==> src/rtl/axi_burst_read_ram.sv <==
// AXI4 read-channel slave over a preloadable word RAM; serves one FIXED/INCR(/WRAP) AR burst at a time.
// Latency: first R beat the cycle after the AR handshake, then one beat per cycle; one idle cycle between bursts.
// Backpressure: rvalid && !rready holds rdata/rresp/rlast; arready low during a burst. WRAP needs AXI_BURST_READ_RAM_WRAP_EN.
module axi_burst_read_ram #(
    parameter int ADDRESS_WIDTH = 8,
    parameter int DATA_WIDTH    = 32,
    parameter int DEPTH         = 32
) (
    input  logic                     aclk,
    input  logic                     areset,
    input  logic [ADDRESS_WIDTH-1:0] araddr,
    input  logic [7:0]               arlen,
    input  logic [2:0]               arsize,
    input  logic [1:0]               arburst,
    input  logic                     arvalid,
    output logic                     arready,
    output logic [DATA_WIDTH-1:0]    rdata,
    output logic [1:0]               rresp,
    output logic                     rlast,
    output logic                     rvalid,
    input  logic                     rready,
    input  logic                     wr_en,
    input  logic [$clog2(DEPTH)-1:0] wr_addr,
    input  logic [DATA_WIDTH-1:0]    wr_data
);
    localparam int     BYTES     = DATA_WIDTH / 8;
    localparam int     SIZE_MAX  = $clog2(BYTES);
    localparam int     IDX_W     = $clog2(DEPTH);
    localparam longint MAP_BYTES = longint'(DEPTH) * longint'(BYTES);

    localparam logic [1:0] RESP_OKAY   = 2'b00;
    localparam logic [1:0] RESP_SLVERR = 2'b10;
    localparam logic [1:0] RESP_DECERR = 2'b11;

    typedef enum logic {IDLE, BURST} state_t;
    state_t state, state_nxt;

    logic [DATA_WIDTH-1:0] mem [DEPTH];

    // Burst context captured at the AR handshake; cur_addr is the address of the beat on the bus.
    logic [ADDRESS_WIDTH-1:0] cur_addr;
    logic [7:0]               len_q;
    logic [7:0]               cnt;
    logic [2:0]               size_q;
    logic [1:0]               burst_q;
    logic                     slverr_q;
`ifdef AXI_BURST_READ_RAM_WRAP_EN
    logic [ADDRESS_WIDTH-1:0] wmask_q;
`endif

    logic                     ar_hs;
    logic                     r_hs;
    logic                     fetch;
    logic                     slverr_in;
    logic                     wrap_ok;
    logic [ADDRESS_WIDTH-1:0] step;
    logic [ADDRESS_WIDTH-1:0] size_mask;
    logic [ADDRESS_WIDTH-1:0] next_addr;
    logic [ADDRESS_WIDTH-1:0] fetch_addr;
    logic [7:0]               fetch_cnt;
    logic [7:0]               fetch_len;
    logic                     fetch_slverr;
    logic                     fetch_decerr;
    logic [IDX_W-1:0]         fetch_idx;

    // State register.
    always_ff @(posedge aclk) begin
        if (areset) begin
            state <= IDLE;
        end else begin
            state <= state_nxt;
        end
    end

    // Next state and beat-fetch control: a fetch loads the beat that will be on the bus next cycle.
    always_comb begin
        state_nxt = state;
        ar_hs     = 1'b0;
        r_hs      = rvalid && rready;
        fetch     = 1'b0;
        case (state)
            IDLE: begin
                ar_hs = arvalid && arready;
                fetch = ar_hs;
                if (ar_hs) begin
                    state_nxt = BURST;
                end
            end
            BURST: begin
                fetch = r_hs && !rlast;
                if (r_hs && rlast) begin
                    state_nxt = IDLE;
                end
            end
            default: state_nxt = IDLE;
        endcase
    end

    // Whole-burst error check on the incoming AR request.
    always_comb begin
        wrap_ok = 1'b0;
`ifdef AXI_BURST_READ_RAM_WRAP_EN
        wrap_ok = ((arlen == 8'd1) || (arlen == 8'd3) || (arlen == 8'd7) || (arlen == 8'd15))
               && ((araddr & ((ADDRESS_WIDTH'(1) << arsize) - ADDRESS_WIDTH'(1))) == '0);
`endif
        slverr_in = (int'(arsize) > SIZE_MAX)
                 || (arburst == 2'b11)
                 || ((arburst == 2'b10) && !wrap_ok);
    end

    // Address of the beat after cur_addr; INCR realigns an unaligned start down to the beat size.
    always_comb begin
        step      = ADDRESS_WIDTH'(1) << size_q;
        size_mask = step - ADDRESS_WIDTH'(1);
        case (burst_q)
            2'b01:   next_addr = (cur_addr & ~size_mask) + step;
`ifdef AXI_BURST_READ_RAM_WRAP_EN
            2'b10:   next_addr = (cur_addr & ~wmask_q) | ((cur_addr + step) & wmask_q);
`endif
            default: next_addr = cur_addr;
        endcase
    end

    // Select the beat being fetched: the AR start address, or the next beat of the current burst.
    always_comb begin
        fetch_addr   = ar_hs ? araddr    : next_addr;
        fetch_cnt    = ar_hs ? 8'd0      : cnt + 8'd1;
        fetch_len    = ar_hs ? arlen     : len_q;
        fetch_slverr = ar_hs ? slverr_in : slverr_q;
        fetch_decerr = 64'(fetch_addr) >= MAP_BYTES;
        fetch_idx    = IDX_W'(fetch_addr >> SIZE_MAX);
    end

    // Sideband preload; a same-cycle fetch of the same word sees the old contents.
    always_ff @(posedge aclk) begin
        if (wr_en) begin
            mem[wr_addr] <= wr_data;
        end
    end

    // Burst context capture and registered R channel.
    always_ff @(posedge aclk) begin
        if (areset) begin
            arready  <= 1'b0;
            rvalid   <= 1'b0;
            rlast    <= 1'b0;
            rresp    <= RESP_OKAY;
            rdata    <= '0;
            cnt      <= 8'd0;
            cur_addr <= '0;
            len_q    <= 8'd0;
            size_q   <= 3'd0;
            burst_q  <= 2'b00;
            slverr_q <= 1'b0;
`ifdef AXI_BURST_READ_RAM_WRAP_EN
            wmask_q  <= '0;
`endif
        end else begin
            arready <= (state_nxt == IDLE);
            if (ar_hs) begin
                len_q    <= arlen;
                size_q   <= arsize;
                burst_q  <= arburst;
                slverr_q <= slverr_in;
`ifdef AXI_BURST_READ_RAM_WRAP_EN
                wmask_q  <= ADDRESS_WIDTH'(((32'(arlen) + 32'd1) << arsize) - 32'd1);
`endif
            end
            if (fetch) begin
                cur_addr <= fetch_addr;
                cnt      <= fetch_cnt;
                rvalid   <= 1'b1;
                rlast    <= (fetch_cnt == fetch_len);
                if (fetch_slverr) begin
                    rresp <= RESP_SLVERR;
                    rdata <= '0;
                end else if (fetch_decerr) begin
                    rresp <= RESP_DECERR;
                    rdata <= '0;
                end else begin
                    rresp <= RESP_OKAY;
                    rdata <= mem[fetch_idx];
                end
            end else if (r_hs) begin
                rvalid <= 1'b0;
                rlast  <= 1'b0;
            end
        end
    end
endmodule
==> config.mk <==
export PLATFORM = sky130hd
export DESIGN_NAME = axi_burst_read_ram
export DESIGN_NICKNAME = d
export VERILOG_FILES = /design/src/rtl/axi_burst_read_ram.sv
export SDC_FILE = /design/constraint.sdc
export NUM_CORES = 1
export LEC_CHECK = 0
export CORE_AREA = 2 2 359 361
export DETAILED_ROUTE_END_ITERATION = 12
export DIE_AREA = 0 0 361 363
export SETUP_SLACK_MARGIN = 0.3
export SYNTH_ARGS = -nofsm -noshare
export SYNTH_HDL_FRONTEND = slang
export SYNTH_SLANG_ARGS = --single-unit
==> constraint.sdc <==
create_clock -name aclk -period 4.3 [get_ports aclk]
set_input_delay 0.43 -clock aclk [delete_from_list [all_inputs] [get_ports aclk]]
set_output_delay 0.43 -clock aclk [all_outputs]
set_load 0.02 [all_outputs]
* After elaboration in Yosys (flattened, before gate mapping)
Memories as Yosys holds them, arrays and structs flattened.
Cells that the tools add are included.
** Word-level totals
- Register bits :: 68
- Bits in writable memories :: 1024
- Output and inout bits :: 37
- Memories :: 1
** Memory list
- mem :: depth 32, width 32, rd ports 1, clocked after memory_dff 0, wr ports 1, RTL line 38 : logic [DATA_WIDTH-1:0] mem [DEPTH];
** Operators by class
- Add/subtract/negate cells :: 3
- Order comparisons :: 2
- Equal/unequal tests :: 4
- Shifts and indexed selects :: 1
- Muxes and demuxes :: 19
- Bitwise logic cells :: 4
- Reduce and logical (&&, ||, !) cells :: 8
** Operators with widths (count)
- $mux 32 :: 2
- $mux 8 :: 4
- $mux 1 :: 9
- $add 8x1->8 const B :: 1
- $add 8x8->8 :: 1
- $and 8x8->8 :: 1
- $eq 8x8->1 :: 1
- $ge 8x8->1 const B :: 1
- $not 8->8 :: 1
- $shl 1x3->8 const A :: 1
- $sub 8x1->8 const B :: 1
- $eq 2x2->1 const B :: 2
- $logic_and 1x1->1 :: 4
- $mux 2 :: 2
- $pmux 1 s2 :: 2
- $gt 3x2->1 const B :: 1
- $eq 2x1->1 const B :: 1
- $logic_or 1x1->1 :: 2
- $not 1->1 :: 2
- $reduce_bool 2->1 :: 1
- $logic_not 1->1 :: 1

* Logic depth before layout (Yosys ltp)
- Depth after elaboration :: 10
- Gate-level depth with buffers :: 18
- Depth with buffers taken out :: 12

* Worst setup path before layout
OpenSTA, ideal clock, no wires.
- Path type :: flip-flop to flip-flop
- From :: register size_q[1]
- To :: register rdata[28]
- Arrival time :: 3166 ps
- Setup slack :: 1016 ps
- Cell stages (with the launch flop) :: 16
- Period minus slack after synthesis :: 3284 ps
- Path through :: dfxtp_1 > buf_6 > buf_2 > nand2_1 > and2_1 > ha_1 > and3_1 > a211oi_1 > nor3_1 > a41oi_1 > a21oi_2 > nor2_2 > clkbuf_1 > mux2_2 > o32a_1 > a32o_1
** Between the ends
- Longest elaborated chain between the ends :: 10
** Ends and longest elaborated chain
- from (decl) :: RTL line 44 : logic [2:0] size_q;
- from (signal assigned) :: RTL line 162 : size_q <= arsize;
- $shl 1x3->8 (*) :: RTL line 113 : step = ADDRESS_WIDTH'(1) << size_q;
- $sub 8x1->8 :: RTL line 114 : size_mask = step - ADDRESS_WIDTH'(1);
- $not 8->8 :: RTL line 116 : 2'b01: next_addr = (cur_addr & ~size_mask) + step;
- $and 8x8->8 :: RTL line 116
- $add 8x8->8 (*) :: RTL line 116
- $mux 8 (*) :: RTL line 115 : case (burst_q)
- $mux 8 (*) :: RTL line 126 : fetch_addr = ar_hs ? araddr : next_addr;
- $mem_v2 32x32 or $ge 8x8->1 (tied branches)
- $mux 32 (*) :: RTL line 177 : end else if (fetch_decerr) begin
- $mux 32 (*) :: RTL line 174 : if (fetch_slverr) begin
- to (signal assigned) :: RTL line 182 : rdata <= mem[fetch_idx];
- to (decl) :: RTL line 17 : output logic [DATA_WIDTH-1:0] rdata,
Mark *: on every way between the ends. The rest lies on a longest branch, timed or not.
A chain may end at the register's enable or synchronous reset.

* Worst setup path in the final report
- From :: register size_q[1]
- To :: register rdata[18]
Same word-level chain as after synthesis.

==> PnR_summary.wiki <==
{| class="wikitable"
! Metric !! Value
|-
| Area of the mapped netlist || 44,100 µm²
|-
| Number of H-tree levels || 3
|-
| Compound-gate portion of the synthesized area || 6.24%
|-
| Sequential share of the synthesized area || 72.7%
|-
| Worst endpoint data arrival time || 4.41 ns
|-
| Cell count after synthesis || 3,023
|-
| Worst path slowest cell || a2111oi_0
|-
| Global-route wire length before repair || 177,000 µm
|-
| Power per unit of standard cell area || 460 nW/µm²
|-
| Overall die height || 363 µm
|-
| Number of DRC markers after the initial detailed-route iteration || 2,839
|-
| Worst setup path class || register to register
|-
| Floorplan Core Area || 127,000 µm²
|-
| Achievable Freq || 0.260 GHz
|-
| Routed wire length || 121,000 µm
|-
| Mapped Nets || 3,091
|-
| Vias per cell || 5.42
|-
| Total of max-cap violations || 0
|-
| Share of flip-flops with an asynchronous set or reset after synthesis || 0%
|-
| Final total negative setup slack || 0 ns
|-
| Met3 demand-to-capacity share in global routing || 2.60%
|-
| P&R area growth vs syn || 16.8%
|-
| Number of nets still failing antenna checks after routing || 0
|-
| Top-Level Pins || 100
|-
| Leading cell type by number of instances after synthesis || edfxtp_1
|-
| Final Max Slew Viols || 0
|-
| Seq cells post-synth || 1,092
|-
| Post-Synth XOR/XNOR Area || 0.298%
|-
| Most common flop cell mapped by yosys || edfxtp_1
|-
| Fin cells || 4,921
|-
| Worst-case setup slack after placement || 0.230 ns
|-
| Global route hottest layer || met2
|-
| Placement Cell Area || 47,900 µm²
|-
| Total Power || 0.0237 W
|-
| Average wire length per cell after detail routing || 24.7 µm
|-
| Count of port buffers added during placement || 99
|-
| Startpoint of the lowest-slack hold path || arburst[0]
|-
| TritonCTS clock tree || built
|-
| Rows || 131
|-
| Adder-cell area share of the yosys netlist || 0.142%
|-
| Number of synthesized flops with an enable pin || 1,024
|-
| Total routing usage reported by global routing || 18.1%
|-
| Share of final-layout standard cells stronger than drive strength 1 || 13.2%
|-
| Final Cell Area || 51,500 µm²
|-
| Half-perimeter wire length after detailed placement || 70,300 µm
|-
| Die area || 131,000 µm²
|-
| Crit Reg-Reg Endpoint || rdata[18]
|-
| Effective utilization at floorplan || 34.8%
|-
| Most frequent cell on the critical path || buf_4
|-
| Worst slew pin tran || 1.27 ns
|-
| Syn_area_per_cell || 14.6 µm²
|-
| Setup-violating endpoint count in the final report || 0
|-
| Clock-pin slew on the worst setup and hold paths || 0.07 ns
|-
| Reg2reg start || size_q[1]
|-
| Area share of the largest cell type after synthesis || 69.7%
|-
| Max Root-Sink Buffers || 3
|-
| Via count of the routed design || 26,695
|-
| Count of TritonRoute iterations in the first routing pass || 5
|-
| Internal reg-to-reg setup slack || 0.46 ns
|-
| Final critical delay including setup and external delays || 3.84 ns
|-
| Multiplexer share of the synthesized area || 7.73%
|-
| Placed Cells || 4,711
|-
| Drc violations || 0
|-
| CP required || 4.87 ns
|-
| Max incr delay on CP || 0.43 ns
|-
| Pin count of the biggest net entering global routing || 105
|-
| Number of antenna violations at the first check in global routing || 9
|-
| Worst-case headroom to the max-slew limit || 14.9%
|-
| Depth of the worst register-to-register path || 15
|-
| Cell types with the largest area share after synthesis || edfxtp_1, mux2i_1, nand2_1, dfxtp_1, nand3_1
|-
| CP cell instances || buf_4, and3_1, ha_1, and2_1, o2111ai_1, a2111oi_0, a31oi_1, buf_4, and2_1, buf_4, nor2_2, buf_4, a2bb2oi_1, a21oi_1, o21ai_1
|-
| Clock latency reported for the late side of the worst-skew pair || 0.69 ns
|-
| Setup repair after global routing missed its margin || false
|-
| Startpoint type of the worst setup path || register
|-
| Layout Skew || 0.0221 ns
|-
| Horizontal die dimension || 361 µm
|-
| Post-Synth Simple-Gate Area || 10.6%
|-
| Path type of the worst min-delay path || input port to register
|-
| Sink count of the clock tree || 1,092
|-
| Part of the cycle the worst path needs || 89.3%
|-
| Met2 Usage GRT || 29.3%
|-
| Largest fanout on the critical path || 21
|-
| GP Congestion || 0.802
|-
| Yosys top cell by area || edfxtp_1
|-
| # diodes || 0
|-
| Final setup margin || 0.459 ns
|-
| Count of different cell masters after synthesis || 76
|-
| Vias in the first global route || 25,710
|-
| Depth of the worst hold-timing path || 3
|-
| Main combinational cell family by area after synthesis || simple AND/OR/NAND/NOR gates
|-
| Outcome || finished clean
|-
| Worst-case hold path end point || burst_q[0]
|-
| Root Buffer Master || clkbuf_16
|-
| Leakage power figure || 16.8 nW
|-
| Top cells by instance count after synthesis || edfxtp_1, nand2_1, mux2i_1
|-
| Crit end category || register
|-
| Total clock buffers created by CTS || 110
|-
| Filler Cell Count || 11,581
|-
| Number of warnings printed during yosys synthesis || 0
|-
| Fin nets || 3,229
|-
| GRT overflow || 0
|-
| IR Drop Worst-Case VDD || 0.319 mV
|-
| Final-report hold violation count || 0
|-
| Fraction of met1 tracks used by global routing || 26.1%
|}
report_power, final:
| group | internal, W | switching [W] |
|---|---|---|
| sequential | 0.0118 | 0.0000938 |
| clock | 0.00539 | 0.00404 |
| combinational | 0.000879 | 0.00152 |
| total | 0.0181 | 0.00565 |
worst max path at each step:
stage	cells after the start	slack, ns	end	startpoint
after CTS	15	0.36	rdata[7]	size_q[1]
final	15	0.46	rdata[18]	size_q[1]
after global placement	15	0.24	rdata[20]	size_q[2]
after detailed placement	14	0.23	rdata[20]	size_q[2]
after global routing	14	0.32	rdata[23]	size_q[2]
after floorplan	15	1.02	rdata[28]	size_q[1]
cells in the final DEF, fill, tap and decap left out, types with 29 or more instances in the layout:
cell             count
clkbuf_16          112
a211oi_1            49
buf_4               85
and3_1              70
a21oi_1             78
buf_12              36
nor2_4              33
edfxtp_1          1024
clkdlybuf4s50_1     99
nor2_1              29
nand3_1            176
mux2_2              66
dfxtp_1             68
clkbuf_1            30
mux2i_1            244
nor3_1             105
a311oi_1            33
nand2_1            507
critical path: cells and delay by family, from the launching register on:
family	cells	cell delay (ns)
AO/OA/AOI/OAI	6	1.26
buffers and inverters	4	0.96
AND/OR/NAND/NOR	4	0.79
adder cells (fa/ha/maj)	1	0.36
flip-flops	1	0.35
repair_timing:
action | in CTS | in global routing
setup endpoints to repair | 4 | 14
pin swaps | 0 | 2
buffers inserted | 0 | 0
hold buffers | 0 | 0
resized for setup | 4 | 9
area by class of cell:
cell class / count / area (µm²) / area share [%]
Sequential cell: 1092 / 32100 / 62.3
Multi-Input combinational cell: 1735 / 11400 / 22.2
Tap cell: 1662 / 2080 / 4.03
Clock buffer: 145 / 2960 / 5.74
Clock inverter: 65 / 602 / 1.17
Inverter: 2 / 7.51 / 0.0146
Timing Repair Buffer: 220 / 2350 / 4.56
registers in the layout, summed over array words and instances (netlist names), named ones only:
register and cells:
rdata 32, state 1, burst_q 2, arready 1, cnt 8, len_q 8, mem 1024, slverr_q 1
rlast 1, rvalid 1, rresp 2, cur_addr 7, size_q 3
logic make-up after synthesis:
family	count (synthesis)
buffers and inverters	196
AO/OA/AOI/OAI	374
AND/OR/NAND/NOR	1011
XOR/XNOR	15
adder cells (fa/ha/maj)	5
flip-flops	1092
multiplexers	330
per-layer routing:
layer / vias to the layer above / routed length [µm]
met5: - / 29
met3: 170 / 8280
met4: 6 / 2280
met2: 1002 / 56800
li1: 11897 / -
met1: 13620 / 54000
per-stage QoR:
stage,hold slack [ns],util (%)
after global routing,0.332,40.6
after CTS,0.294,40.5
after detailed placement,0.460,37.7
after global placement,0.451,37.7
final,0.334,40.6
after floorplan,0.440,-
Power figures use the tool's default switching activity.
